===== src/rtl/demux1to4_buffered_if.sv =====
// Bus bundle for the buffered 1-to-4 demux: one producer port in,
// four valid/ready consumer channels out, plus status.
interface demux1to4_buffered_if #(
  parameter int WIDTH = 8
);
  logic                 in_valid;
  logic [1:0]           in_sel;
  logic [WIDTH-1:0]     in_data;
  logic                 in_ready;
  logic [3:0]           out_valid;
  logic [3:0]           out_ready;
  logic [4*WIDTH-1:0]   out_data;
  logic [7:0]           level;
  logic                 overflow_err;

  // Producer/consumer side (drives the stream, takes the channels).
  modport master (
    output in_valid, in_sel, in_data, out_ready,
    input  in_ready, out_valid, out_data, level, overflow_err
  );

  // Demux side.
  modport slave (
    input  in_valid, in_sel, in_data, out_ready,
    output in_ready, out_valid, out_data, level, overflow_err
  );
endinterface


===== src/rtl/demux1to4_buffered.sv =====
// Buffered 1-to-4 demux: each input word is steered by in_sel into one of
// four independent 2-entry FIFOs, so a stalled consumer only blocks words
// bound for its own channel.

// One channel FIFO. Pointers are {wrap, index}; equal pointers mean empty,
// equal index with differing wrap means full.
module demux1to4_buffered_chan #(
  parameter int WIDTH = 8,
  parameter int DEPTH = 2
) (
  input  logic             clk,
  input  logic             rst_n,
  input  logic             push_i,
  input  logic             pop_i,
  input  logic [WIDTH-1:0] wdata_i,
  output logic             valid_o,
  output logic             full_o,
  output logic [WIDTH-1:0] head_o,
  output logic [1:0]       level_o
);
  logic [1:0]                  wr_q, wr_d, rd_q, rd_d;
  logic [DEPTH-1:0][WIDTH-1:0] mem_q;

  assign valid_o = (wr_q != rd_q);
  assign full_o  = (wr_q[0] == rd_q[0]) && (wr_q[1] != rd_q[1]);
  assign head_o  = mem_q[rd_q[0]];
  // Modular pointer difference is the occupancy (0..2).
  assign level_o = wr_q - rd_q;

  // Pointer advance; push/pop are already qualified by the caller.
  always_comb begin
    wr_d = wr_q;
    rd_d = rd_q;
    if (push_i) wr_d = wr_q + 2'd1;
    if (pop_i)  rd_d = rd_q + 2'd1;
  end

  // Pointer and storage registers; storage is cleared so out_data reads 0.
  always_ff @(posedge clk or negedge rst_n) begin
    if (!rst_n) begin
      wr_q  <= '0;
      rd_q  <= '0;
      mem_q <= '0;
    end else begin
      wr_q <= wr_d;
      rd_q <= rd_d;
      if (push_i) mem_q[wr_q[0]] <= wdata_i;
    end
  end
endmodule

module demux1to4_buffered #(
  parameter int WIDTH = 8,
  parameter int DEPTH = 2
) (
  input  logic                  clk,
  input  logic                  rst_n,
  demux1to4_buffered_if.slave   bus
);
  localparam int NUM_CH = 4;

  logic [NUM_CH-1:0]             dec, push, pop, full, valid;
  logic [NUM_CH-1:0][WIDTH-1:0]  head;
  logic [NUM_CH-1:0][1:0]        lvl;
  logic                          in_rdy, stall;
  logic [7:0]                    stall_q, stall_d;
  logic                          err_q, err_d;

  // One-hot decode of the destination channel.
  always_comb begin
    dec = 4'b0001 << bus.in_sel;
  end

  // Ready looks only at fullness, never at a same-cycle pop, so there is
  // no path from out_ready to in_ready.
  assign in_rdy = ~full[bus.in_sel];
  assign push   = dec & {NUM_CH{bus.in_valid & in_rdy}};
  assign pop    = valid & bus.out_ready;
  assign stall  = bus.in_valid & ~in_rdy;

  for (genvar i = 0; i < NUM_CH; i++) begin : g_ch
    demux1to4_buffered_chan #(.WIDTH(WIDTH), .DEPTH(DEPTH)) u_chan (
      .clk     (clk),
      .rst_n   (rst_n),
      .push_i  (push[i]),
      .pop_i   (pop[i]),
      .wdata_i (bus.in_data),
      .valid_o (valid[i]),
      .full_o  (full[i]),
      .head_o  (head[i]),
      .level_o (lvl[i])
    );
  end

  assign bus.in_ready     = in_rdy;
  assign bus.out_valid    = valid;
  assign bus.out_data     = head;
  assign bus.level        = lvl;
  assign bus.overflow_err = err_q;

  // Saturating stall counter; one more stalled cycle at 255 trips the flag.
  always_comb begin
    stall_d = '0;
    err_d   = err_q;
    if (stall) begin
      stall_d = (stall_q == 8'hFF) ? 8'hFF : stall_q + 8'd1;
      if (stall_q == 8'hFF) err_d = 1'b1;
    end
  end

  // Stall counter and sticky error flag.
  always_ff @(posedge clk or negedge rst_n) begin
    if (!rst_n) begin
      stall_q <= '0;
      err_q   <= 1'b0;
    end else begin
      stall_q <= stall_d;
      err_q   <= err_d;
    end
  end
endmodule


===== src/flat_wrapper.sv =====
// flat-port wrapper written by rule: the top's interface ports become plain ports
module demux1to4_buffered_flat 
#(
  parameter int WIDTH = 8,
  parameter int DEPTH = 2
)
  (clk, rst_n, bus_in_valid, bus_in_sel, bus_in_data, bus_out_ready, bus_in_ready, bus_out_valid, bus_out_data, bus_level, bus_overflow_err);
  demux1to4_buffered_if #(.WIDTH(WIDTH)) bus_i ();
  input  logic clk;
  input  logic rst_n;
  input wire logic [$bits(bus_i.in_valid)-1:0] bus_in_valid;
  input wire logic [$bits(bus_i.in_sel)-1:0] bus_in_sel;
  input wire logic [$bits(bus_i.in_data)-1:0] bus_in_data;
  input wire logic [$bits(bus_i.out_ready)-1:0] bus_out_ready;
  output wire logic [$bits(bus_i.in_ready)-1:0] bus_in_ready;
  output wire logic [$bits(bus_i.out_valid)-1:0] bus_out_valid;
  output wire logic [$bits(bus_i.out_data)-1:0] bus_out_data;
  output wire logic [$bits(bus_i.level)-1:0] bus_level;
  output wire logic [$bits(bus_i.overflow_err)-1:0] bus_overflow_err;
  assign bus_i.in_valid = bus_in_valid;
  assign bus_i.in_sel = bus_in_sel;
  assign bus_i.in_data = bus_in_data;
  assign bus_i.out_ready = bus_out_ready;
  assign bus_in_ready = bus_i.in_ready;
  assign bus_out_valid = bus_i.out_valid;
  assign bus_out_data = bus_i.out_data;
  assign bus_level = bus_i.level;
  assign bus_overflow_err = bus_i.overflow_err;
  demux1to4_buffered #(.WIDTH(WIDTH), .DEPTH(DEPTH)) u_core (.clk(clk), .rst_n(rst_n), .bus(bus_i));
endmodule

===== config.mk =====
export PLATFORM = sky130hd
export DESIGN_NAME = demux1to4_buffered_flat
export DESIGN_NICKNAME = d
export VERILOG_FILES = /design/src/rtl/demux1to4_buffered_if.sv /design/src/rtl/demux1to4_buffered.sv /design/src/flat_wrapper.sv
export SDC_FILE = /design/constraint.sdc
export NUM_CORES = 1
export LEC_CHECK = 0
export CORE_ASPECT_RATIO = 1.5
export CORE_UTILIZATION = 30
export CTS_CLUSTER_SIZE = 25
export DETAILED_ROUTE_END_ITERATION = 6
export GPL_TIMING_DRIVEN = 0
export MAX_ROUTING_LAYER = met4
export SKIP_LAST_GASP = 1
export SYNTH_ARGS = -nofsm -noshare
export SYNTH_HDL_FRONTEND = slang
export SYNTH_SLANG_ARGS = --single-unit

===== constraint.sdc =====
create_clock -name clk -period 2 [get_ports clk]
set_clock_uncertainty 0.15 [all_clocks]
set_input_delay 0.2 -clock clk [delete_from_list [all_inputs] [get_ports clk]]
set_output_delay 0.2 -clock clk [all_outputs]
set_load 0.005 [all_outputs]

### Word level (Yosys, flattened, before mapping)

Cells that the tools add are included.

* register bits: 89
* bits of input ports: 17
* output and inout bits: 46
* word-level logic and storage cells: 96

* add/subtract/negate cells: 13
* $lt $le $gt $ge: 13
* equality and inequality tests: 13
* shifts and indexed selects: 1
* mux-type cells: 24
* bitwise gates (word level): 5
* reduce and logical (&&, ||, !) cells: 9

Operators by type and width (count)
* 8-bit two-way mux: 14
* 16-bit bitwise mux: 4
* 8-bit demux with 1-bit select: 4
* 2-bit by 1-bit adder with 2-bit output (second input constant): 8
* 1-bit by 2-bit less-than comparator with 1-bit output (second input constant): 8
* 8-bit by 1-bit adder with 8-bit output (second input constant): 1
* 4-bit AND: 2
* 8-bit equality test (second input constant): 1
* 1-bit logical AND: 8
* 2-bit != test: 4
* 2-bit subtractor: 4
* 1-bit equality test: 4
* 1-bit >= comparator (second input constant): 4
* 1-bit != test: 4
* 1-bit by 2-bit left shift with 4-bit output (first input constant): 1
* 2-bit by 3-bit less-than comparator with 1-bit output (second input constant): 1
* 1-bit AND: 2
* 1-bit binary-select mux with 2-bit select: 1
* 2-bit AND reduction: 1
* 1-bit two-way mux: 1
* 1-bit NOT: 1

### Longest topological paths before layout

* depth in word-level cells: 7
* gate-level depth with buffers: 7

### Hierarchy

From an unflattened synthesis, not the netlist that was laid out.

* cell total of the unflattened synthesis: 294
* area total of the unflattened synthesis: 4202.8 um2

Modules (own cells, without submodules)
* demux1to4_buffered_chan: times used 4, cells an instance 60, area an instance 915.9 um2, seq. area each 500.5 um2
* demux1to4_buffered: times used 1, cells an instance 54, area an instance 539.3 um2, seq. area each 225.2 um2

### Least setup slack after synthesis

Ideal clock, no wire load.

* kind: register to register
* start: reg u_core.g_ch[2].u_chan.wr_q[0]
* end: reg u_core.g_ch[2].u_chan.mem_q[10] (netlist bit)
* setup time: 125 ps
* arrival: 1658 ps
* path slack: 67 ps
* stages on the path, launching flop included: 7
* buffers on the path: 1
* cell sequence: dfrtp_1 > inv_1 > ha_1 > a211oi_1 > and2_1 > buf_4 > mux2_2

* word-level cells in the longest chain between the ends: 7
* elaborated cells on any way between the ends: 13

Ends and longest elaborated chain
* start: declaration: RTL line demux1to4_buffered.sv:21 `logic [1:0] wr_q, wr_d, rd_q, rd_d;`
* start signal: assignment: RTL line demux1to4_buffered.sv:45 `wr_q <= wr_d;`
* 1-bit equality test: RTL line demux1to4_buffered.sv:25 `assign full_o = (wr_q[0] == rd_q[0]) && (wr_q[1] != rd_q[1]);`
* 1-bit logical AND: RTL line demux1to4_buffered.sv:25
* 1-bit binary-select mux with 2-bit select: RTL line demux1to4_buffered.sv:76 `assign in_rdy = ~full[bus.in_sel];`
* 1-bit two-way mux (not written as such): RTL line demux1to4_buffered.sv:76
* 1-bit NOT: RTL line demux1to4_buffered.sv:76
* 1-bit AND: RTL line demux1to4_buffered.sv:77 `assign push = dec & {NUM_CH{bus.in_valid & in_rdy}};`
* 4-bit AND: RTL line demux1to4_buffered.sv:77
* end signal: indexed assignment: RTL line demux1to4_buffered.sv:47 `if (push_i) mem_q[wr_q[0]] <= wdata_i;`
* end: declaration: RTL line demux1to4_buffered.sv:22 `logic [DEPTH-1:0][WIDTH-1:0] mem_q;`

Parallel ways exist; a longest one is shown, timed or not. The select of a mux whose other input is x is not followed.
A chain may end at the register's enable or synchronous reset.

### Worst setup path in the final report

* start: reg u_core.g_ch[3].u_chan.rd_q[0]
* end: out bus_in_ready

* word-level cells in the longest chain between the ends: 5

Ends and longest elaborated chain
* start: declaration: RTL line demux1to4_buffered.sv:21
* start signal: assignment: RTL line demux1to4_buffered.sv:46 `rd_q <= rd_d;`
* 1-bit equality test: RTL line demux1to4_buffered.sv:25
* 1-bit logical AND: RTL line demux1to4_buffered.sv:25
* 1-bit binary-select mux with 2-bit select: RTL line demux1to4_buffered.sv:76
* 1-bit two-way mux (not written as such): RTL line demux1to4_buffered.sv:76
* 1-bit NOT: RTL line demux1to4_buffered.sv:76
* end: declaration: RTL line flat_wrapper.sv:15 `output wire logic [$bits(bus_i.in_ready)-1:0] bus_in_ready;`

Every way passes these cells. The select of a mux whose other input is x is not followed.

==> out/metrics.csv <==
metric;value;unit
status;finished with violations;
violations;DRC, setup timing;
p_per_area;1780;nW/um2
pre_cts_slack;-348;ps
placed_cell_area;4980;um2
worstMarginPinSlew;497;ps
setup_viol;11;
worstSetupEndpoint;bus_in_ready;
cts_tree;built;
core_area;13500;um2
cts.sinks;89;
syn_area;4150;um2
avgSynthCellArea;13.6;um2
grt_pass1_vias;2912;
grtUsageTotal;14.4;%
initialDrtViolationCount;97;
first_pass_iters;6;
timing.rr.start;u_core.g_ch[2].u_chan.rd_q[0];
detail_route.drc_violations;4;
setup_slack;-115;ps
cts_max_path_buffers;2;
drv_slew;0;
cp-startpoint;u_core.g_ch[3].u_chan.rd_q[0];
ys_types;36;
synth-warning-count;0;
instances_no_fill;586;
worstPathRequired;1650;ps
nNetsFinal;442;
worstSetupStartpointType;register;
die_w;98.0;um
reg2reg_to;u_core.g_ch[2].u_chan.mem_q[12];
grt_pass1_wl;15200;um
num_rows;52;
p_leak;2.68;nW
r2r_slack;0;ps
hold_ws;127;ps
r2r_cells;5;
ir_worst_vdd;0.000532;V
final_area;5890;um2
via_per_inst;4.65;
antenna_left;0;
slew_headroom;66.4;%
start_util;30.8;%
dpl.cell_count;529;
clk_latency;340;ps
area_growth;42.0;%
place.gp.congestion;0.693;
ys_seq_elements;89;
numCtsBuffers;9;
n_antenna_cell;0;
dp_hpwl;6130;um
crit_arrival;1760;ps
syn-num-nets;327;
wire_per_inst;16.7;um
max_freq;473;MHz
dieArea;14300;um2
period_share;106;%
hold_class;input port to async pin;
num_vias;2727;
die_h;146;um
rsz0062_at_grt;true;
htreeDepth;3;
grt_max_degree;74;
seq_area_frac_synth;53.7;%
critPathMaxFanout;5;
drive_above_1_share;49.8;%
grt_overflow;0;
path_clk_slew;60;ps
setup_tns;-485;ps
antenna_found_initial;0;
min_period;2110;ps
finalWirelength;9800;um
io_pins;63;
critPathCaptureType;output port;
io_buffers;61;
finalHoldViolCount;0;
cap_violations;0;
critPathKind;register to output port;
syn_inst;305;
cts-root-buf;clkbuf_16;
power by group:
| part | leakage (nW) | switching (mW) | internal [mW] |
|---|---|---|---|
| combinational | 1.46 | 2.02 | 3.70 |
| sequential | 1.08 | 0.531 | 2.65 |
| clock | 0.138 | 0.665 | 0.935 |
layer usage:
metal,part of all wire (%),vias to the layer above,GRT usage (%)
li1,-,1284,-
met1,44,1384,17.7
met2,52,47,23.8
met3,2.3,12,1.63
met4,1.8,0,6.59
met5,0,-,-
sequential cells by signal, summed over array words and instances, names as in the netlist:
name and cells:
u_core.bus.overflow_err 1, u_core.g_ch.u_chan.mem_q 64, u_core.g_ch.u_chan.rd_q 8, u_core.g_ch.u_chan.wr_q 8
u_core.stall_q 8
worst min-delay path by stage:
| stage | end | slack (ps) | cells past startpoint |
|---|---|---|---|
| 2_1_floorplan | u_core.bus.overflow_err | -250 | 0 |
| 3_3_place_gp | u_core.stall_q[0] | 300 | 1 |
| 3_5_place_dp | u_core.g_ch[0].u_chan.mem_q[15] | -60 | 1 |
| 4_1_cts | u_core.g_ch[0].u_chan.mem_q[9] | 130 | 2 |
| 5_1_grt | u_core.g_ch[0].u_chan.mem_q[1] | 160 | 2 |
| 6_report | u_core.g_ch[0].u_chan.mem_q[9] | 130 | 2 |
logic make-up after synthesis:
family	synth area share, %
flops	53.7
fa+ha+maj	1.51
compound gates	2.20
xor+xnor	5.92
mux	26.9
buf+inv	3.23
simple gates	6.55
layout by cell type, fill, tap and decap left out, types with 3 or more instances in the layout:
cell type	instances
inv_1	4
xnor2_1	18
xor2_1	5
dlygate4sd2_1	17
dfrtp_2	7
xnor2_2	3
clkbuf_8	5
clkbuf_2	3
mux2_4	12
clkdlybuf4s50_1	27
buf_2	3
buf_4	42
buf_6	3
dfrtp_1	82
nand2_2	3
nand3_1	8
dlymetal6s2s_1	12
clkbuf_16	10
mux2_2	84
buf_8	4
nand2_1	9
ha_4	4
a21oi_1	5
inv_2	5
stage by stage:
stage | utilization (%) | total power, mW
5_1_grt | 43.7 | 11.2
3_3_place_gp | 36.8 | 7.75
2_1_floorplan | - | 5.61
3_5_place_dp | 37.0 | 7.84
6_report | 43.7 | 10.5
4_1_cts | 41.5 | 10.1
worst max-delay path, stage by stage, from the launching register on:
cell,delay [ps]
dfrtp_2,440
ha_4,300
nand2b_4,90
mux4_2,460
buf_2,140
final cells by class:
| class | count | area [um2] |
|---|---|---|
| Tap cell | 162 | 203 |
| Buffer | 16 | 158 |
| Inverter | 9 | 33.8 |
| Fill cell | 1263 | 7580 |
| Timing Repair Buffer | 105 | 1000 |
| Multi-Input combinational cell | 190 | 1980 |
| Clock inverter | 2 | 12.5 |
| Sequential cell | 89 | 2240 |
| Clock buffer | 13 | 270 |
repair_timing:
action | 4_1_cts | 5_1_grt
cloned | 2 | 2
hold buffers | 1 | 0
setup endpoints to repair | 110 | 97
pin swaps | 6 | 8
endpoints found under the hold margin | 89 | 0
gates resized for setup | 62 | 56
buffers inserted | 21 | 17
cell usage after synthesis:
cell,n,area [um2]
a211oi_1,1,7.51
nor2b_1,2,12.5
mux4_2,1,22.5
nor4bb_1,1,10.0
mux2i_1,1,10.0
buf_4,6,45.0
nand4_1,2,12.5
and2_1,4,25.0
nor3_4,1,16.3
dfrtp_1,89,2230
buf_1,1,3.75
inv_1,9,33.8
o32a_1,1,10.0
xor2_1,6,52.6
buf_6,1,11.3
clkbuf_1,4,15.0
a31oi_1,2,12.5
o221a_2,1,11.3
nor3b_1,1,7.51
ha_1,5,62.6
o21ai_0,1,5.00
or2_2,2,12.5
and3_1,2,12.5
a21oi_1,5,25.0
nand2_1,14,52.6
o21bai_1,1,7.51
xnor2_1,22,193
or4_1,1,7.51
nand3_1,8,40.0
a211oi_2,1,12.5
nand2b_1,3,18.8
mux2_2,96,1080
buf_2,5,25.0
nor2_1,2,7.51
nor3b_4,1,18.8
and4_1,2,17.5
No activity file was read; power rests on OpenSTA's default activity.
